===== src/rtl/ccff_chain_ctrl_pkg.sv =====
// Shared definitions for the configuration-chain controller: state encoding,
// per-tile chain geometry defaults and the word-chunking helper.
package ccff_ctrl_pkg;

    typedef enum logic [1:0] {
        IDLE = 2'd0,
        LOAD = 2'd1,
        READ = 2'd2,
        DONE = 2'd3
    } ccff_state_e;

    localparam int DEFAULT_CHAIN_LEN  = 20;
    localparam int DEFAULT_WORD_W     = 8;
    localparam int GRID_IO_CHAIN_LEN  = 4;
    localparam int GRID_IO_WORD_W     = 8;
    localparam int CLB_CHAIN_LEN      = 20;
    localparam int CLB_WORD_W         = 8;

    // Bits a word can still contribute without running past the chain end.
    function automatic int chunk_bits(input int remaining, input int word_w);
        return (remaining < word_w) ? remaining : word_w;
    endfunction

endpackage


===== src/rtl/ccff_chain_ctrl_if.sv =====
// Host-side programming port: start pulses, load stream, readback stream, status.
interface ccff_chain_ctrl_if
    import ccff_ctrl_pkg::*;
#(
    parameter int WORD_W = DEFAULT_WORD_W
);
    logic              start_load;
    logic              start_read;
    logic [WORD_W-1:0] wdata;
    logic              wvalid;
    logic              wready;
    logic [WORD_W-1:0] rdata;
    logic              rvalid;
    logic              rready;
    logic              busy;
    logic              done;

    modport master (
        output start_load, start_read, wdata, wvalid, rready,
        input  wready, rdata, rvalid, busy, done
    );

    modport slave (
        input  start_load, start_read, wdata, wvalid, rready,
        output wready, rdata, rvalid, busy, done
    );
endinterface


===== src/rtl/ccff_chain_ctrl_shift_buf.sv =====
// Word buffer shared by load (parallel-in, serial-out LSB first) and readback
// (serial-in at an index, parallel-out). cnt counts remaining bits when
// draining and the next capture index when filling.
module ccff_shift_buf #(
    parameter  int WORD_W = 8,
    localparam int IDX_W  = $clog2(WORD_W + 1)
) (
    input  logic              prog_clk,
    input  logic              pReset,
    input  logic              clr_i,
    input  logic              load_i,
    input  logic [WORD_W-1:0] load_data_i,
    input  logic [IDX_W-1:0]  load_nbits_i,
    input  logic              shift_i,
    input  logic              cap_i,
    input  logic              cap_bit_i,
    output logic [WORD_W-1:0] data_o,
    output logic              ser_d_o,
    output logic [IDX_W-1:0]  cnt_o,
    output logic [IDX_W-1:0]  cnt_d_o,
    output logic              empty_o
);
    logic [WORD_W-1:0] data_q, data_d;
    logic [IDX_W-1:0]  cnt_q, cnt_d;

    always_comb begin
        data_d = data_q;
        cnt_d  = cnt_q;
        if (clr_i) begin
            data_d = '0;
            cnt_d  = '0;
        end else if (load_i) begin
            data_d = load_data_i;
            cnt_d  = load_nbits_i;
        end else if (shift_i) begin
            data_d = {1'b0, data_q[WORD_W-1:1]};
            cnt_d  = cnt_q - IDX_W'(1);
        end else if (cap_i) begin
            for (int i = 0; i < WORD_W; i++) begin
                if (cnt_q == IDX_W'(i)) data_d[i] = cap_bit_i;
            end
            cnt_d = cnt_q + IDX_W'(1);
        end
    end

    always_ff @(posedge prog_clk or negedge pReset) begin
        if (!pReset) begin
            data_q <= '0;
            cnt_q  <= '0;
        end else begin
            data_q <= data_d;
            cnt_q  <= cnt_d;
        end
    end

    assign data_o  = data_q;
    assign ser_d_o = data_d[0];
    assign cnt_o   = cnt_q;
    assign cnt_d_o = cnt_d;
    assign empty_o = (cnt_q == '0);
endmodule


===== src/rtl/ccff_chain_ctrl.sv =====
// Configuration-chain controller: streams host words into the ccff chain one
// bit per prog_clk, and reads the chain back non-destructively by rotation.
module ccff_chain_ctrl
    import ccff_ctrl_pkg::*;
#(
    parameter  int CHAIN_LEN = DEFAULT_CHAIN_LEN,
    parameter  int WORD_W    = DEFAULT_WORD_W,
    localparam int CNT_W     = $clog2(CHAIN_LEN + 1),
    localparam int IDX_W     = $clog2(WORD_W + 1)
) (
    input  logic                prog_clk,
    input  logic                pReset,
    ccff_chain_ctrl_if.slave    host,
    output logic                ccff_head_o,
    input  logic                ccff_tail_i,
    output logic                ccff_clk_en_o
);
    ccff_state_e       state_q, state_d;
    logic [CNT_W-1:0]  bit_cnt_q, bit_cnt_d;
    logic              rvalid_q, rvalid_d;
    logic              head_q, head_d;
    logic              en_q, en_d;

    logic              buf_clr, buf_load, buf_shift, buf_cap;
    logic [WORD_W-1:0] buf_data;
    logic              buf_ser_d;
    logic [IDX_W-1:0]  buf_idx, buf_cnt_d, nbits;
    logic              buf_empty;

    logic              last_bit, at_end, word_full, rd_shift;

    assign nbits     = IDX_W'(chunk_bits(CHAIN_LEN - int'(bit_cnt_q), WORD_W));
    assign last_bit  = (bit_cnt_q == CNT_W'(CHAIN_LEN - 1));
    assign at_end    = (bit_cnt_q == CNT_W'(CHAIN_LEN));
    assign word_full = (int'(buf_idx) == WORD_W - 1);
    assign rd_shift  = (state_q == READ) && !rvalid_q;

    always_comb begin
        state_d   = state_q;
        bit_cnt_d = bit_cnt_q;
        rvalid_d  = rvalid_q;
        buf_clr   = 1'b0;
        buf_load  = 1'b0;
        buf_shift = 1'b0;
        buf_cap   = 1'b0;
        unique case (state_q)
            IDLE: begin
                if (host.start_load) begin
                    state_d   = LOAD;
                    bit_cnt_d = '0;
                    buf_clr   = 1'b1;
                end else if (host.start_read) begin
                    state_d   = READ;
                    bit_cnt_d = '0;
                    buf_clr   = 1'b1;
                end
            end
            LOAD: begin
                if (!buf_empty) begin
                    buf_shift = 1'b1;
                    bit_cnt_d = bit_cnt_q + CNT_W'(1);
                    if (last_bit) state_d = DONE;
                end else if (host.wvalid) begin
                    buf_load = 1'b1;
                end
            end
            READ: begin
                if (rvalid_q) begin
                    if (host.rready) begin
                        rvalid_d = 1'b0;
                        buf_clr  = 1'b1;
                        if (at_end) state_d = DONE;
                    end
                end else begin
                    // Final partial word closes early; its upper bits stay zero.
                    buf_cap   = 1'b1;
                    bit_cnt_d = bit_cnt_q + CNT_W'(1);
                    if (word_full || last_bit) rvalid_d = 1'b1;
                end
            end
            DONE: state_d = IDLE;
            default: state_d = IDLE;
        endcase
    end

    // Load-side head/enable are registered from the buffer's next state so the
    // chain sees the bit on the edge after it was buffered.
    assign en_d   = (state_d == LOAD) && (buf_cnt_d != '0);
    assign head_d = en_d & buf_ser_d;

    always_ff @(posedge prog_clk or negedge pReset) begin
        if (!pReset) begin
            state_q   <= IDLE;
            bit_cnt_q <= '0;
            rvalid_q  <= 1'b0;
            head_q    <= 1'b0;
            en_q      <= 1'b0;
        end else begin
            state_q   <= state_d;
            bit_cnt_q <= bit_cnt_d;
            rvalid_q  <= rvalid_d;
            head_q    <= head_d;
            en_q      <= en_d;
        end
    end

    ccff_shift_buf #(.WORD_W(WORD_W)) u_buf (
        .prog_clk     (prog_clk),
        .pReset       (pReset),
        .clr_i        (buf_clr),
        .load_i       (buf_load),
        .load_data_i  (host.wdata),
        .load_nbits_i (nbits),
        .shift_i      (buf_shift),
        .cap_i        (buf_cap),
        .cap_bit_i    (ccff_tail_i),
        .data_o       (buf_data),
        .ser_d_o      (buf_ser_d),
        .cnt_o        (buf_idx),
        .cnt_d_o      (buf_cnt_d),
        .empty_o      (buf_empty)
    );

    // Readback rotates the chain so its contents survive.
    assign ccff_head_o   = (state_q == READ) ? ccff_tail_i : head_q;
    assign ccff_clk_en_o = en_q | rd_shift;

    assign host.wready = (state_q == LOAD) && buf_empty;
    assign host.rvalid = rvalid_q;
    assign host.rdata  = rvalid_q ? buf_data : '0;
    assign host.busy   = (state_q != IDLE);
    assign host.done   = (state_q == DONE);
endmodule

===== src/flat_wrapper.sv =====
// flat-port wrapper written by rule: the top's interface ports become plain ports
module ccff_chain_ctrl_flat import ccff_ctrl_pkg::*;
#(
    parameter  int CHAIN_LEN = DEFAULT_CHAIN_LEN,
    parameter  int WORD_W    = DEFAULT_WORD_W,
    localparam int CNT_W     = $clog2(CHAIN_LEN + 1),
    localparam int IDX_W     = $clog2(WORD_W + 1)
)
  (prog_clk, pReset, ccff_head_o, ccff_tail_i, ccff_clk_en_o, host_start_load, host_start_read, host_wdata, host_wvalid, host_rready, host_wready, host_rdata, host_rvalid, host_busy, host_done);
  ccff_chain_ctrl_if #(.WORD_W(WORD_W)) host_i ();
  input  logic prog_clk;
  input  logic pReset;
  output logic ccff_head_o;
  input  logic ccff_tail_i;
  output logic ccff_clk_en_o;
  input wire logic [$bits(host_i.start_load)-1:0] host_start_load;
  input wire logic [$bits(host_i.start_read)-1:0] host_start_read;
  input wire logic [$bits(host_i.wdata)-1:0] host_wdata;
  input wire logic [$bits(host_i.wvalid)-1:0] host_wvalid;
  input wire logic [$bits(host_i.rready)-1:0] host_rready;
  output wire logic [$bits(host_i.wready)-1:0] host_wready;
  output wire logic [$bits(host_i.rdata)-1:0] host_rdata;
  output wire logic [$bits(host_i.rvalid)-1:0] host_rvalid;
  output wire logic [$bits(host_i.busy)-1:0] host_busy;
  output wire logic [$bits(host_i.done)-1:0] host_done;
  assign host_i.start_load = host_start_load;
  assign host_i.start_read = host_start_read;
  assign host_i.wdata = host_wdata;
  assign host_i.wvalid = host_wvalid;
  assign host_i.rready = host_rready;
  assign host_wready = host_i.wready;
  assign host_rdata = host_i.rdata;
  assign host_rvalid = host_i.rvalid;
  assign host_busy = host_i.busy;
  assign host_done = host_i.done;
  ccff_chain_ctrl #(.CHAIN_LEN(CHAIN_LEN), .WORD_W(WORD_W)) u_core (.prog_clk(prog_clk), .pReset(pReset), .host(host_i), .ccff_head_o(ccff_head_o), .ccff_tail_i(ccff_tail_i), .ccff_clk_en_o(ccff_clk_en_o));
endmodule

===== config.mk =====
export PLATFORM = sky130hd
export DESIGN_NAME = ccff_chain_ctrl_flat
export DESIGN_NICKNAME = d
export VERILOG_FILES = /design/src/rtl/ccff_chain_ctrl_pkg.sv /design/src/rtl/ccff_chain_ctrl_if.sv /design/src/rtl/ccff_chain_ctrl_shift_buf.sv /design/src/rtl/ccff_chain_ctrl.sv /design/src/flat_wrapper.sv
export SDC_FILE = /design/constraint.sdc
export NUM_CORES = 1
export LEC_CHECK = 0
export ABC_AREA = 1
export CAP_MARGIN = 20
export CORE_MARGIN = 2
export CORE_UTILIZATION = 25
export CTS_CLUSTER_SIZE = 30
export DETAILED_ROUTE_END_ITERATION = 12
export RECOVER_POWER = 25
export SLEW_MARGIN = 20
export SYNTH_ARGS = -nofsm -noshare
export SYNTH_HDL_FRONTEND = slang
export SYNTH_SLANG_ARGS = --single-unit

===== constraint.sdc =====
create_clock -name prog_clk -period 1.9 [get_ports prog_clk]
set_input_delay 0.38 -clock prog_clk [delete_from_list [all_inputs] [get_ports prog_clk]]
set_output_delay 0.38 -clock prog_clk [all_outputs]
set_load 0.01 [all_outputs]

== Word-level counts from Yosys, hierarchy flattened ==
Cells that the tools add are included.
Operators by class
  add/subtract/negate cells: 4
  reductions and logical operators: 26
  mux-type cells: 47
  equality and inequality tests: 17
  $lt $le $gt $ge: 1
  bitwise gates (word level): 2
Operators by type and width (count)
  8-bit two-way mux: 5
  4-bit nonzero test: 9
  1-bit two-way mux: 23
  4-bit two-way mux: 5
  5-bit two-way mux: 4
  4-bit by 3-bit == test with 1-bit output, second input constant: 4
  5-bit one-hot mux with 3 select lines: 1
  2-bit two-way mux: 7
  2-bit AND reduction: 7
  5-bit == test, second input constant: 2
  4-bit by 2-bit == test with 1-bit output, second input constant: 2
  2-bit one-hot mux with 4 select lines: 1
  6-bit by 5-bit < comparator with 1-bit output, second input constant: 1
  5-bit by 5-bit subtractor with 6-bit output, first input constant: 1
  5-bit by 1-bit adder with 5-bit output, second input constant: 1
  4-bit by 1-bit adder with 4-bit output, second input constant: 1
  2-bit by 1-bit == test with 1-bit output, second input constant: 2
  2-bit == test, second input constant: 2
  4-bit by 1-bit == test with 1-bit output, second input constant: 1
  4-bit == test, second input constant: 1
  4-bit zero test: 1
  2-bit inequality test, second input constant: 2
  4-bit AND reduction: 1
  4-bit by 1-bit subtractor with 4-bit output, second input constant: 1
  10 further kinds: 12
Word-level totals
  bits of input ports: 15
  output and inout port bits: 14
  register bits after elaboration: 22

== Longest topological paths before layout ==
Gate-level depths: netlist of run 1.
  word-level depth: 9
  gate-level depth with buffers: 15
  depth with buffers taken out: 15

== Hierarchy ==
A second synthesis of run 1 with hierarchy kept.
Second synthesis, totals
  cells, all modules: 269
  area, all modules: 1799.2 um^2
Modules (own cells, without submodules)
  ccff_shift_buf: cells each 136, instances 1, area an instance 938.4 um^2, sequential area each 300.3 um^2
  ccff_chain_ctrl: cells each 133, instances 1, area an instance 860.8 um^2, sequential area each 250.2 um^2

== Worst setup path before layout of run 1 ==
OpenSTA, ideal clock, no wires.
  kind: reg2reg
  start: register u_core.state_q[0]
  end: register u_core.head_q
  arrival: 1.611 ns
  required time: 1.775 ns
  buffers on the path: 0
  path slack: 0.164 ns
  library setup time: 0.125 ns
  cell stages (with the launch flop): 16
  cell sequence: dfrtp_1 -> inv_1 -> ha_1 -> nand2_1 -> inv_2 -> nand2_2 -> nand2_4 -> inv_4 -> nand2_2 -> inv_2 -> nand3_1 -> nand2_2 -> nor2_2 -> nand3_2 -> nand2_2 -> nor2_2
Between the ends
  word-level cells in the longest chain between the ends: 9
  elaborated cells between the ends (all ways): 28
  classes of those cells: 4 x eq/ne; 20 x mux; 1 x bitwise; 3 x reduce/logical
Ends and longest elaborated chain
  start: declaration: line ccff_chain_ctrl.sv:18  | ccff_state_e state_q, state_d;
  start signal: assignment: line ccff_chain_ctrl.sv:99  | state_q <= state_d;
  2-bit == test: line ccff_chain_ctrl.sv:46  | unique case (state_q)
  1-bit two-way mux: line ccff_chain_ctrl.sv:46
  4-bit two-way mux: line ccff_chain_ctrl_shift_buf.sv:38  | end else if (cap_i) begin
  4-bit two-way mux: line ccff_chain_ctrl_shift_buf.sv:35  | end else if (shift_i) begin
  4-bit two-way mux: line ccff_chain_ctrl_shift_buf.sv:32  | end else if (load_i) begin
  4-bit two-way mux *: line ccff_chain_ctrl_shift_buf.sv:29  | if (clr_i) begin
  net u_core.buf_cnt_d[0]: line ccff_chain_ctrl.sv:27  | logic [IDX_W-1:0] buf_idx, buf_cnt_d, nbits;
  4-bit nonzero test *: line ccff_chain_ctrl.sv:88  | assign en_d = (state_d == LOAD) && (buf_cnt_d != '0);
  1-bit logical AND *: line ccff_chain_ctrl.sv:88
  1-bit AND *: line ccff_chain_ctrl.sv:89  | assign head_d = en_d & buf_ser_d;
  net u_core.head_d: line ccff_chain_ctrl.sv:21  | logic head_q, head_d;
  end signal: assignment: line ccff_chain_ctrl.sv:96  | head_q <= 1'b0;
  end signal: assignment: line ccff_chain_ctrl.sv:102  | head_q <= head_d;
  end: declaration: line ccff_chain_ctrl.sv:21
Mark *: on every way through the listed nets, which the timed path passes. The rest lies on a longest branch. The select of a mux whose other input is x is not followed.
A chain may end at the register's enable or synchronous reset.

== Final worst setup path of run 1 ==
  start: register u_core.rvalid_q, in the netlist u_core.host.rvalid
  end: output host_rdata[0]
Between the ends
  word-level cells in the longest chain between the ends: 1
Ends and longest elaborated chain
  start: declaration: line ccff_chain_ctrl.sv:20  | logic rvalid_q, rvalid_d;
  start signal: assignment: line ccff_chain_ctrl.sv:101  | rvalid_q <= rvalid_d;
  8-bit two-way mux: line ccff_chain_ctrl.sv:130  | assign host.rdata = rvalid_q ? buf_data : '0;
  end: declaration: line flat_wrapper.sv:22  | output wire logic [$bits(host_i.rdata)-1:0] host_rdata;
No other way between the ends.

==> metrics, run 1 <==
outcome=finished clean; H-tree Lvls=1; Clock transition at path regs=0.08 ns; Starting Density=26.1%; synth top area cells=dfrtp_1 (31%), nand2_1 (13%), inv_1 (8.8%), ha_1 (7.0%), nand3_1 (5.3%); DRT Pass-1 Iters=4; worst min-delay path class=primary input to async pin; Worst Skew=0.00399 ns; crit share post-route=96.6%; Tightest Pin Transition=0.307 ns; flop-to-flop setup slack=0.13 ns; grt ovf=0; clk sinks=22; Die Wd=88.4 µm; CP Launch Point=u_core.host.rvalid$_DFFE_PN0P_; vias in the first global route=1670; post-route cell area=2610 µm²; clk root buf=clkbuf_8; IO Count=29; # DRC=0; placed cells=407; Unique masters post-synth=32; wirelength, routed=4530 µm; via/cell ratio=4.36; Worst Path Arrival=1.46 ns; non-filler instance count after layout=415; largest net degree at the start of global routing=23; Final Critical Period=1.84 ns; via count=1809; Die ar.=7820 µm²; Core ar.=6830 µm²; Inserted Clock Buffers=3; area delta synth->final=46.3%; synthesized area=1780 µm²; minimum hold slack=0.545 ns; max-slew violation count=0; final setup vio count=0; reg-to-reg critical path startpoint=u_core.state_q[1]$_DFF_PN0_; post-place setup slack=-0.0669 ns; Routed WL per cell=10.9 µm; post-synthesis sequential area ratio=30.9%; Core Util, Final=38.2%; Yosys warnings=0; Net Count, Synth=278; Worst Path Max Fanout=8; Slew headroom=79.6%; Yosys top cell by area=dfrtp_1; Critical Path Source Type=register; Worst Reg-to-Reg Cells=13; layout cells sized above 1=28.2%; GRT Overall Usage=12.0%; port buffer count=28; First DRT Iteration DRCs=55; max-cap viol count=0; synthesized area per cell=7.04 µm²; CP endpoint kind=primary output; HPWL Detailed=3660 µm; Cell Area, Placed=2410 µm²; leakage power=1.42 nW; Diodes inserted=0; Site Rows=30; RePlAce Congestion=0.841; worst r2r dst=u_core.u_buf.data_o[5]$_DFFE_PN0P_; Setup CP Type=register to primary output; final worst slack=0.0650 ns; worst-skew pair later-pin latency=0.26 ns; commonest non-fill, non-tap cell in the layout=nand2_1; global-route wire length before repair=7400 µm; Die Y=88.4 µm; Final nets=345; pwr dens=1620 nW/µm²; Max IR drop VDD=0.516 mV; Synth Instances=253; CTS tree=yes; hold-fix buffers at CTS=0; Detail Route Antenna Nets=0; most frequent cells in the layout=nand2_1 (55), inv_1 (39), buf_4 (33); Crit path required time=1.52 ns; top-area cell type share of the netlist area=30.9%; clk buf depth=2; Fmax=545 MHz; FF+latch count, synth=22; initial antenna violation count=0; final-report hold violation count=0
-- worst max-delay path, cell delays in order, from the launching register on --
cell	delay [ns]
dfrtp_2	0.39
buf_4	0.16
nand2_1	0.06
inv_1	0.05
clkdlybuf4s50_1	0.53
-- synthesized netlist by cell type --
cell type / number
nand3_2: 3
nor3_2: 1
o22ai_1: 1
nor2_8: 1
nor2_4: 2
nor3b_1: 2
xor2_1: 1
inv_2: 7
o2111ai_1: 5
a21oi_1: 10
nand3_1: 19
o21ai_2: 1
nor3_1: 2
a31oi_1: 1
o21ai_1: 11
or2_2: 1
nor2_2: 3
ha_1: 10
nand4_2: 3
nor2_1: 16
buf_6: 2
nand2_1: 61
dfrtp_1: 22
o21ai_0: 10
nand2_2: 6
buf_2: 1
inv_4: 1
nand2_4: 3
nand4_1: 3
inv_1: 42
a22oi_1: 1
o21a_1: 1
-- through the flow --
step	total power (W)	setup TNS [ns]
finish	0.00423	0
global route	0.00465	-0.00984
CTS	0.00401	0
detailed placement	0.00363	-0.356
global placement	0.00357	-0.121
floorplan	0.00258	0
-- sequential cells by signal, summed over array words and instances, names as in the netlist --
signal	flops
u_core.state_q	2
u_core.bit_cnt_q	5
u_core.u_buf.data_o	8
u_core.host.rvalid	1
u_core.head_q	1
u_core.u_buf.cnt_o	4
u_core.en_q	1
-- cells by family after synthesis --
family | Yosys count | synth area share (%)
buffers and inverters | 53 | 12.2
XOR/XNOR | 1 | 0.492
flip-flops | 22 | 30.9
AND/OR/NAND/NOR | 126 | 36.2
adder cells (fa/ha/maj) | 10 | 7.02
AO/OA/AOI/OAI | 41 | 13.2
-- worst max-delay path by stage --
stage / end / slack [ns]
after floorplan: u_core.head_q$_DFF_PN0_ / 0.16
after global placement: ccff_head_o / -0.03
after detailed placement: u_core.u_buf.data_o[7]$_DFFE_PN0P_ / -0.07
after CTS: ccff_clk_en_o / 0.02
after global routing: host_wready / -0.009
final: host_rdata[0] / 0.06
-- layout make-up --
| type | instances | area [µm²] |
|---|---|---|
| tap | 96 | 120 |
| sequential | 22 | 552 |
| inverter | 50 | 193 |
| clock buffer | 4 | 55.1 |
| timing repair buffer | 65 | 587 |
| fill | 736 | 4230 |
| multi-input combinational | 178 | 1100 |
-- per-layer routing --
metal / up-vias / global-route usage (%) / wire length [µm]
met3: 2 / 2.89 / 217
met2: 39 / 21.5 / 2160
li1: 944 / - / -
met5: - / 0 / 0
met4: 0 / 1.65 / 21
met1: 824 / 14.9 / 2130
-- timing repair --
action / CTS / global route
setup buffers: 3 / 1
resized for setup: 13 / 32
pin swaps: 0 / 3
endpoints found under the setup margin: 13 / 18
-- where the power goes --
part           internal [W]  switching [W]  leakage (nW)  total [W]
clock              0.000185       0.000160        0.0288   0.000345
combinational       0.00136        0.00173          1.10    0.00310
sequential         0.000654       0.000139         0.286   0.000793
Note: power is estimated with default switching activity, not from simulation.
==> inputs of run 2 (changes only) <==
Settings changed: SKIP_CTS_REPAIR_TIMING set to 1, SYNTH_HIERARCHICAL set to 1.
==> metrics, run 2 <==
Worst Path Buf+Inv=4; FF+latch count, synth=22; max FFs per register=8; worst min-delay path class=register to register; Critical Path Source Type=register; Die Wd=88.8 µm; Die ar.=7890 µm²; Unique masters post-synth=29; max-slew violation count=0; top-area cell type share of the netlist area=30.6%; final worst slack=-0.0263 ns; Post-Synth Simple-Gate Area=34.1%; worst hold path depth=2; max-cap viol count=0; outcome=complete, but fails checks; CP endpoint kind=register; initial antenna violation count=0; worst-skew pair later-pin latency=0.28 ns; synthesized area=1800 µm²; failing checks=negative setup slack; vias in the first global route=1878; clk buf depth=2; post-place setup slack=-0.131 ns; Die Y=88.8 µm; area delta synth->final=62.7%; count leader, synth=nand2_1; Synth Instances=269; port buffer count=28; clk root buf=clkbuf_8; Net Count, Synth=295; GRT Overall Usage=13.9%; most frequent cells in the layout=nand2_1 (63), buf_4 (46), inv_1 (33); CP top delay family=simple AND/OR/NAND/NOR gates; CP peak stage delay=0.41 ns; Routed WL per cell=12.4 µm; Synth Area in Compound Gates=13.9%; synth cell count leaders=nand2_1 (71), inv_1 (38), nor2_1 (38); Setup CP Type=register to register; CTS tree=yes; placed cells=430; Inserted Clock Buffers=3; mux contribution to synthesized area=0%; Final nets=380; leakage power=1.52 nW; prevailing post-synth register cell=dfrtp_1; clk sinks=22; WHS Endpoint=u_core/bit_cnt_q[4]$_DFFE_PN0P_; Crit path required time=2.10 ns; HPWL Detailed=4030 µm; synth top area cells=dfrtp_1 (31%), nand2_1 (15%), inv_1 (7.9%), nor2_1 (7.9%), ha_1 (7.6%); Clock transition at path regs=0.09 ns; layout cells sized above 1=34.6%; DRT Pass-1 Iters=4; global-route wire length before repair=8390 µm; Worst Skew=0.00557 ns; Core ar.=6870 µm²; commonest non-fill, non-tap cell in the layout=nand2_1; Site Rows=30; non-filler instance count after layout=449; worst-path cell chain=inv_2, ha_4, inv_4, nor2_4, buf_6, buf_4, o21ai_0, nand2_1, o21ai_0, a21oi_2, nor2_1, nand2_1, nand2_2, nor3_2; crit share post-route=101%; Fmax=519 MHz; Yosys warnings=6; main combinational cell family by area after synthesis=simple AND/OR/NAND/NOR gates; Hold Startpoint=u_core/bit_cnt_q[4]$_DFFE_PN0P_; Worst Path Arrival=2.13 ns; RePlAce Congestion=0.886; Final Critical Period=1.93 ns; First DRT Iteration DRCs=91; IO Count=29; Slew headroom=14.3%; Tightest Pin Transition=1.29 ns; # DRC=0; Core Util, Final=42.6%; synthesized area per cell=6.69 µm²; Max IR drop VDD=0.443 mV; Starting Density=26.2%; final-report hold violation count=0; EDFF count, synth=0; Filler cells=663; reg-to-reg critical path startpoint=u_core/state_q[0]$_DFF_PN0_; Detail Route Antenna Nets=0; largest net degree at the start of global routing=23; XOR/XNOR share of the synthesized area=1.46%; Diodes inserted=0; Yosys top cell by area=dfrtp_1; worst r2r dst=u_core/head_q$_DFF_PN0_; Post-synth ARST share=100%; pwr dens=1710 nW/µm²; CP max stage cell=dfrtp_1; post-synthesis sequential area ratio=30.6%; wirelength, routed=5560 µm; H-tree Lvls=1; RSZ-0062 raised after global routing=yes; flop-to-flop setup slack=-0.03 ns; Worst Reg-to-Reg Cells=14; final setup vio count=3; via/cell ratio=4.33; grt ovf=0; via count=1944; Worst Path Max Fanout=4; Post-Synth Adder-Cell Area=7.65%; setup TNS=-0.0637 ns
[run 2: changes by cell type after synthesis, moves of 3 or more]
cell / delta
inv_1: -4
inv_2: -4
nand2_1: +10
nand2_2: -3
nand4_2: -3
nor2_1: +22
nor2_2: -3
o2111ai_1: -5
o21ai_0: +10
o21ai_1: -4
o21ai_2: +5
[run 2: layer usage]
layer | vias up | GRT usage, % | wire length, µm
met2 | 20 | 24.8 | 2870
met5 | - | 0 | 0
li1 | 1013 | - | -
met1 | 904 | 16.9 | 2440
met3 | 7 | 1.77 | 143
met4 | 0 | 5.37 | 102
[run 2: final cells by class]
cell class	count	area (µm²)	area share, %
clock inverters	1	30.0	1.03
inverters	44	178	6.07
clock buffers	3	41.3	1.41
flip-flops and latches	22	551	18.8
multi-input cells	198	1240	42.5
well taps	96	120	4.10
repair buffers	85	763	26.1
[run 2: cell families after synthesis]
family / after synthesis
adders and majority gates: 11
DFF: 22
and+or+nand+nor: 140
xor gates and xnor gates: 3
AOI/OAI and AO/OA: 44
buffers and inverters: 49
[run 2: worst max-delay path by stage]
stage	from	to	cells after the start
after floorplan	u_core/u_buf/cnt_o[0]$_DFF_PN0_	u_core/en_q$_DFF_PN0_	16
after detailed placement	host_start_read	u_core/head_q$_DFF_PN0_	10
after global placement	host_start_read	u_core/head_q$_DFF_PN0_	10
after global routing	u_core/u_buf/cnt_o[0]$_DFF_PN0_	u_core/en_q$_DFF_PN0_	15
after CTS	u_core/u_buf/cnt_o[0]$_DFF_PN0_	host_wready	7
final	u_core/state_q[0]$_DFF_PN0_	u_core/head_q$_DFF_PN0_	14
[run 2: worst reg2reg max path: stages (launching register included)]
cell and delay, ns:
dfrtp_1 0.41, inv_2 0.09, ha_4 0.15, inv_4 0.04, nor2_4 0.11, buf_6 0.12
buf_4 0.10, o21ai_0 0.09, nand2_1 0.08, o21ai_0 0.13, a21oi_2 0.19, nor2_1 0.07
nand2_1 0.08, nand2_2 0.06, nor3_2 0.15
[run 2: where the power goes]
part	switching, W	internal [W]
registers	0.000120	0.000647
clock network	0.000175	0.000282
logic	0.00199	0.00177
[run 2: stage by stage]
stage                     hold WS [ns]  total power (W)  instance area [µm²]
after global placement           0.497          0.00359                 2490
after CTS                        0.465          0.00411                 2560
final                            0.516          0.00499                 2930
after detailed placement         0.501          0.00364                 2490
after global routing             0.564          0.00541                 2930
after floorplan                 0.0844          0.00249                 1820
==> inputs of run 3 (changes only) <==
Settings changed: ABC_CLOCK_PERIOD_IN_PS set to 1900, CORE_UTILIZATION 25 to 45, PLACE_DENSITY set to 0.69.
==> metrics, run 3 (synthesized netlist as in run 2, its figures left out) <==
outcome=complete, but fails checks; failing checks=negative setup slack; RSZ-0062 raised after global routing=yes; First DRT Iteration DRCs=140; worst min-delay path class=register to register; vias in the first global route=1746; Critical Path Source Type=register; worst r2r dst=u_core/head_q$_DFF_PN0_; Die Wd=67.2 µm; Core ar.=3740 µm²; CP endpoint kind=register; Hold Startpoint=u_core/bit_cnt_q[4]$_DFFE_PN0P_; RePlAce Congestion=0.854; max-cap viol count=0; IO Count=29; Filler cells=283; initial antenna violation count=0; largest net degree at the start of global routing=23; Max IR drop VDD=1.04 mV; Seq pwr share=16.0%; Starting Density=48.1%; WHS Endpoint=u_core/bit_cnt_q[4]$_DFFE_PN0P_; area delta synth->final=56.0%; Die ar.=4520 µm²; Setup CP Type=register to register; Clock transition at path regs=0.08 ns; Worst Skew=0.00118 ns; worst-skew pair later-pin latency=0.26 ns; Diodes inserted=0; leakage power=1.46 nW; combinational power share=77.8%; Worst Reg-to-Reg Cells=16; Worst Path Arrival=2.14 ns; flop-to-flop setup slack=-0.05 ns; H-tree Lvls=1; final setup vio count=2; Worst Path Max Fanout=5; commonest non-fill, non-tap cell in the layout=nand2_1; Routed WL per cell=13.2 µm; Die Y=67.2 µm; P_int=0.00249 W; Site Rows=22; reg-to-reg critical path startpoint=u_core/u_buf/cnt_o[0]$_DFF_PN0_; Fmax=513 MHz; max-slew violation count=0; final worst slack=-0.0510 ns; grt ovf=0; Cell Area, Placed=2420 µm²; clk buf depth=2; HPWL Detailed=3610 µm; via count=2018; clk sinks=22; Final nets=378; post-route cell area=2810 µm²; setup TNS=-0.0965 ns; clock share of power=6.2%; most frequent cells in the layout=nand2_1 (66), buf_4 (42), inv_1 (32); via/cell ratio=5.07; minimum hold slack=0.515 ns; layout cells sized above 1=34.0%; fraction of power spent switching nets=47.7%; Sw Pwr=0.00227 W; worst hold path depth=2; DRT Pass-1 Iters=4; global-route wire length before repair=7770 µm; Detail Route Antenna Nets=0; pwr dens=1690 nW/µm²; CTS tree=yes; crit share post-route=103%; max FFs per register=8; Tightest Pin Transition=1.27 ns; clk root buf=clkbuf_8; Crit path required time=2.09 ns; # DRC=0; port buffer count=28; post-place setup slack=-0.218 ns; final-report hold violation count=0; Final Critical Period=1.95 ns; GRT Overall Usage=22.7%; wirelength, routed=5250 µm; Inserted Clock Buffers=3; Slew headroom=15.6%
[run 3: worst max path at each step]
| stage | slack, ns | from | cells after the start | end |
|---|---|---|---|---|
| floorplan | -0.07 | u_core/u_buf/cnt_o[0]$_DFF_PN0_ | 16 | u_core/en_q$_DFF_PN0_ |
| global placement | -0.22 | host_start_read | 10 | u_core/head_q$_DFF_PN0_ |
| detailed placement | -0.22 | host_start_read | 10 | u_core/head_q$_DFF_PN0_ |
| CTS | -0.39 | u_core/u_buf/cnt_o[0]$_DFF_PN0_ | 7 | host_wready |
| global route | -0.17 | u_core/u_buf/cnt_o[0]$_DFF_PN0_ | 16 | u_core/head_q$_DFF_PN0_ |
| finish | -0.05 | u_core/u_buf/cnt_o[0]$_DFF_PN0_ | 16 | u_core/head_q$_DFF_PN0_ |
[run 3: final cells by class]
class | instances | area [µm²] | share of cell area [%]
clock buffers | 3 | 41.3 | 1.47
inverters | 44 | 175 | 6.24
multi-input cells | 199 | 1240 | 44.1
flip-flops and latches | 22 | 551 | 19.6
well taps | 48 | 60.1 | 2.14
repair buffers | 82 | 743 | 26.5
[run 3: routing by layer]
layer	global-route usage [%]	routed length (µm)	vias to the layer above
met3	2.67	376	6
li1	-	-	1008
met2	39.2	2650	82
met1	29.5	2150	922
met5	0	0	-
met4	7.14	69	0
[run 3: stage by stage]
stage	total power, W	std cells	util [%]
after floorplan	0.00249	269	-
after global placement	0.00358	381	64.6
after detailed placement	0.00362	381	64.6
after CTS	0.00394	384	65.7
after global routing	0.00513	398	75.0
final	0.00476	398	75.0
[run 3: power groups by stage]
stage	clock network, W	registers [W]	logic (W)
after floorplan	0	0.000782	0.00171
after global placement	0	0.000749	0.00283
after detailed placement	0	0.000754	0.00287
after CTS	0.000303	0.000745	0.00289
after global routing	0.000329	0.000775	0.00402
final	0.000295	0.000760	0.00370
[run 3: worst max-delay path: stages (launching register included)]
cell and delay [ns]:
dfrtp_1 0.38, inv_2 0.07, ha_4 0.16, nand2_4 0.07
nor2_4 0.05, buf_6 0.12, nor2_4 0.19, inv_4 0.05
nor2_2 0.08, nand2_1 0.07, a21oi_1 0.12, nor2_1 0.05
nor2_1 0.16, nor2_1 0.07, nand2_1 0.06, nand2_1 0.07
nor3_2 0.11
==> RTL change 1: new RTL, config.mk and constraints of run 3 <==
Compare `bit_cnt_q` against `CNT_W'(CHAIN_LEN)` with >= in place of ==.
--- a/src/rtl/ccff_chain_ctrl.sv
+++ b/src/rtl/ccff_chain_ctrl.sv
@@ -31,7 +31,7 @@
 
     assign nbits     = IDX_W'(chunk_bits(CHAIN_LEN - int'(bit_cnt_q), WORD_W));
     assign last_bit  = (bit_cnt_q == CNT_W'(CHAIN_LEN - 1));
-    assign at_end    = (bit_cnt_q == CNT_W'(CHAIN_LEN));
+    assign at_end    = (bit_cnt_q >= CNT_W'(CHAIN_LEN));
     assign word_full = (int'(buf_idx) == WORD_W - 1);
     assign rd_shift  = (state_q == READ) && !rvalid_q;
 
Formal check against the unedited RTL: no difference found for any inputs over 10 cycles, from zero or initial values and one cycle with pReset low; that may be too few to reach the edited logic, so the function may still have changed.
==> RTL change 1 against run 3 <==
The run still ends with setup timing left; final area decreased by 5.8%; count of clock-buffer cells in the layout unchanged; sequential cell count unchanged; routed wire length decreased by 8.7%; hold slack improved by 0.033 ns; critical path depth unchanged; worst setup slack improved by 0.040 ns; power decreased by 6.8%; via count decreased by 4.2%; area after synthesis increased by 0.76%; critical path type unchanged.
==> RTL change 1: results (changes against run 3) <==
Status
  – Status: complete, but fails checks
  – Failing checks: setup timing

Placement
  – GPL Wtd Cong: 0.892 (+4.4%)
  – Number of port buffers: 28 (unchanged)
  – DP HPWL: 3.64 mm (+0.85%)
  – Pre-CTS setup slack: -0.0634 ns (+0.155 ns)
  – Placed cell area: 2430 sq um (+0.52%)

Global route
  – Vias in the first global route: 1748 (+0.11%)
  – First-pass GRT wire length: 7.56 mm (-2.8%)
  – GRT Util Overall: 0.218 (-0.00855)

Logic synthesis
  – Multiplexer share of the synthesized area: 0 (unchanged)
  – Ys async rst share: 1.00 (unchanged)
  – Post-synthesis compound-gate area fraction: 0.131 (-0.00796)
  – Seq/Total Area, Yosys: 0.304 (-0.00232)
  – Mapped Cells: 270 (+0.37%)
  – Unique masters post-synth: 31 (+6.9%)
  – Synth Area in Adders: 0.0759 (-0.000581)
  – Ranking of synthesized cells by area: dfrtp_1 30%, nand2_1 14%, inv_1 9.5%
  – Post-synthesis xor/xnor area fraction: 0.0193 (+0.00472)
  – Commonest cells in the netlist: 69 x nand2_1, 46 x inv_1, 27 x nor2_1
  – Syn nets: 296 (+0.34%)

Clocking
  – Root Driver: clkbuf_8
  – CTS Buf Count: 3 (unchanged)
  – Clock Latency Late Sink: 0.27 ns

Power and ir drop
  – LEAKAGE: 1.50 nW (+2.2%)
  – VDD IR max: 810 uV (-22%)

Routing
  – Final wirelength: 4.79 mm (-8.7%)
  – Vias per inst: 4.95 (-2.4%)
  – DRT iter0 DRCs: 102 (-27%)

Finish
  – Area taken by multi-input logic gates: 1120 sq um (-9.1%)
  – Fin cells: 391 (-1.8%)
  – Fillers: 336 (+19%)
  – Final #Nets: 368 (-2.6%)
  – Fraction of layout cells with a size suffix above 1: 0.264 (-0.0761)

STA
  – Final setup fails: 2 (unchanged)
  – Slew @ Worst Pin: 1.28 ns (+0.0146 ns)
  – Final WS setup: -0.0106 ns (+0.0404 ns)
  – Worst Clk Skew: 0.00360 ns (+0.00242 ns)

Min path
  – End of the worst hold path: u_core/u_buf/data_o[7]$_DFFE_PN0P_
  – Hold_sp: u_core/u_buf/data_o[7]$_DFFE_PN0P_
  – Hold path depth: 2 (unchanged)

Worst setup path
  – Reg-to-reg endpoint: u_core/en_q$_DFF_PN0_
  – Crit path DAT: 2.08 ns (-0.06 ns)
  – Highest cell delay on the worst timing path: 0.43 ns (+0.05 ns)
  – RR Startpoint: u_core/state_q[1]$_DFF_PN0_
[RTL change 1: cell types whose count changed after synthesis, sizes merged]
cell / run 3 / this run
nor2: 39 / 32
a21oi: 8 / 7
inv: 44 / 49
nor3: 2 / 1
nand3b: 0 / 1
a21boi: 0 / 1
nand3: 21 / 26
o211ai: 2 / 1
o22ai: 0 / 1
or2: 2 / 1
o21ai: 33 / 31
xor2: 2 / 3
[RTL change 1: stage by stage]
step                      hold slack (ns)  TNS, ns
after floorplan                    0.0844        0
after global placement              0.517  -0.0322
after detailed placement            0.528   -0.132
after CTS                           0.474    -1.03
after global routing                0.576   -0.262
final                               0.548  -0.0155
[RTL change 1: layout make-up]
type / count / share of cell area
inverter: 49 / 0.0715
clock buffer: 3 / 0.0156
multi-input combinational: 194 / 0.425
tap: 50 / 0.0237
clock inverter: 1 / 0.0114
timing repair buffer: 72 / 0.244
sequential: 22 / 0.208
[RTL change 1: how the worst max path moves through the flow]
stage	startpoint	end	slack (ns)	cells past startpoint
6_report	u_core/state_q[1]$_DFF_PN0_	u_core/en_q$_DFF_PN0_	-0.01	16
5_1_grt	u_core/state_q[1]$_DFF_PN0_	u_core/head_q$_DFF_PN0_	-0.11	17
4_1_cts	u_core/u_buf/cnt_o[1]$_DFF_PN0_	host_wready	-0.26	7
3_5_place_dp	host_rready	u_core/en_q$_DFF_PN0_	-0.06	12
3_3_place_gp	host_rready	u_core/en_q$_DFF_PN0_	-0.01	12
2_1_floorplan	u_core/state_q[0]$_DFF_PN0_	u_core/en_q$_DFF_PN0_	0.02	14
[RTL change 1: worst register-to-register path, cell delays in order (launching register included)]
cell     delay (ns)
dfrtp_1        0.43
buf_6          0.14
inv_4          0.05
ha_4           0.15
inv_2          0.05
nor2_4         0.17
inv_2          0.08
nor2_2         0.07
nand2_1        0.07
nand3_1        0.08
nand3_1        0.08
nand2_1        0.08
inv_2          0.04
nor2_1         0.09
nand2_1        0.08
nand3_2        0.09
inv_1          0.04
[RTL change 1: power by group]
| group | switching (mW) | internal [mW] | total [mW] |
|---|---|---|---|
| sequential | 0.122 | 0.649 | 0.771 |
| clock | 0.179 | 0.282 | 0.461 |
| combinational | 1.72 | 1.48 | 3.20 |
| total | 2.02 | 2.41 | 4.43 |
[RTL change 1: kinds of logic after synthesis]
kind of cell	Yosys count
buffers and inverters	54
AOI/OAI and AO/OA	42
DFF	22
and+or+nand+nor	137
xor gates and xnor gates	4
adders and majority gates	11
[RTL change 1: per-layer routing]
metal / vias up / wire length, um / track usage
met4: 0 / 50 / 0.0561
met2: 49 / 2330 / 0.379
li1: 988 / - / -
met3: 6 / 239 / 0.0267
met1: 891 / 2170 / 0.286
met5: - / 0 / 0
==> RTL change 2: new RTL, settings of run 3 <==
Made on the original files. Set the package constant `DEFAULT_WORD_W` to 4 (it was 8).
--- a/src/rtl/ccff_chain_ctrl_pkg.sv
+++ b/src/rtl/ccff_chain_ctrl_pkg.sv
@@ -10,7 +10,7 @@
     } ccff_state_e;
 
     localparam int DEFAULT_CHAIN_LEN  = 20;
-    localparam int DEFAULT_WORD_W     = 8;
+    localparam int DEFAULT_WORD_W     = 4;
     localparam int GRID_IO_CHAIN_LEN  = 4;
     localparam int GRID_IO_WORD_W     = 8;
     localparam int CLB_CHAIN_LEN      = 20;
Ports: changed (resized host_rdata and host_wdata); port bits go from 29 to 21. The function was not compared with the original's and may differ.
==> RTL change 2 against run 3 <==
Sequential power is 19% lower; non-clock buffer count is 29 lower; routed wire length is 32% lower; worst setup slack better by 0.11 ns; sequential cell count is 5 lower; final area is 26% lower; clock power is 31% lower; power is 31% lower; area after synthesis is 20% lower; critical path type unchanged; largest cell class unchanged.
==> RTL change 2: results (changes against run 3) <==
Finish
  – Fraction of layout cells with a size suffix above 1: 0.288 (-0.0515)
  – Fin cells: 304 (-24%)
  – Final #Nets: 285 (-25%)
  – Max reg flops: 5 (-3)
  – Fillers: 259 (-8.5%)

Placement
  – Placed Cells: 289 (-24%)
  – Pre-CTS setup slack: -0.110 ns (+0.108 ns)
  – GPL Wtd Cong: 0.832 (-2.6%)
  – Number of port buffers: 20 (-29%)
  – DP HPWL: 2.66 mm (-26%)
  – Placed cell area: 1870 sq um (-23%)

Routing
  – Final wirelength: 3.59 mm (-32%)
  – Met2 WL post-DR: 1.80 mm (-32%)
  – DR WL met3: 117 um (-69%)
  – DR vias: 1436 (-29%)
  – M1 WL: 1.65 mm (-23%)
  – DRT iter0 DRCs: 72 (-49%)

Worst setup path
  – Crit path to: u_core/en_q$_DFF_PN0_
  – R2R depth: 14 (-2)
  – Highest cell delay on the worst timing path: 0.42 ns (+0.04 ns)
  – Crit path DAT: 2.04 ns (-0.10 ns)
  – Critical Path Source: u_core/u_buf/cnt_o[1]$_DFF_PN0_
  – Setup slack, reg-to-reg: 0.06 ns (+0.11 ns)
  – Crit Path Max Fanout: 8 (+3)

Global route
  – GRT Util Overall: 0.210 (-0.0171)
  – Vias in the first global route: 1336 (-23%)
  – Global routing met2 resource utilization: 0.356 (-0.0360)
  – First-pass GRT wire length: 5.78 mm (-26%)
  – Met1 global-route usage: 0.269 (-0.0255)
  – Met3 Track Usage GR: 0.0533 (+0.0266)

Logic synthesis
  – Syn nets: 230 (-22%)
  – Mapped Cells: 206 (-23%)
  – Commonest cells in the netlist: 54 x nand2_1, 36 x inv_1, 18 x nand3_1, 18 x nor2_1, 17 x dfrtp_1
  – Synth Area in Adders: 0.113 (+0.0365)
  – Post-synthesis xor/xnor area fraction: 0.0122 (-0.00244)
  – Unique masters post-synth: 31 (+6.9%)
  – Ranking of synthesized cells by area: dfrtp_1 30%, nand2_1 14%, ha_1 11%
  – Most common cell in the netlist: nand2_1
  – Post-synthesis compound-gate area fraction: 0.115 (-0.0244)

Power and ir drop
  – P_seq: 0.619 mW (-19%)
  – Logic pwr share: 0.750 (-0.028)
  – P_int: 1.71 mW (-31%)
  – LEAKAGE: 1.15 nW (-21%)
  – VDD IR max: 968 uV (-6.9%)

Status
  – Status: complete, no violations

Clocking
  – Clock Latency Late Sink: 0.30 ns (+0.04 ns)
  – Worst-path clk slew: 0.11 ns (+0.03 ns)
  – Root Driver: clkbuf_4

STA
  – Achievable clock frequency: 544 MHz (+6.1%)
  – Max transition margin: 0.361 (+0.205)
-- RTL change 2: layout make-up --
| type | count | area (sq um) | area share |
|---|---|---|---|
| clock buffer | 3 | 22.5 | 0.0109 |
| clock inverter | 1 | 5.00 | 0.00242 |
| inverter | 42 | 179 | 0.0865 |
| multi-input combinational | 144 | 917 | 0.443 |
| sequential | 17 | 427 | 0.206 |
| tap | 44 | 55.1 | 0.0266 |
| timing repair buffer | 53 | 464 | 0.224 |
-- RTL change 2: kinds of logic (layout without fill, tap and decap cells) --
kind of cell	after synthesis	in the layout
xor+xnor	2	2
compound gates	26	26
fa+ha+maj	13	13
simple gates	103	103
buf+inv	45	99
flops	17	17
-- RTL change 2: per-stage QoR --
stage          utilization  power, mW  hold WS (ns)
3_3_place_gp         0.611       2.72         0.474
6_report             0.678       3.29         0.498
2_1_floorplan            -       2.02        0.0844
4_1_cts              0.620       2.97         0.395
3_5_place_dp         0.611       2.75         0.481
5_1_grt              0.678       3.63         0.575
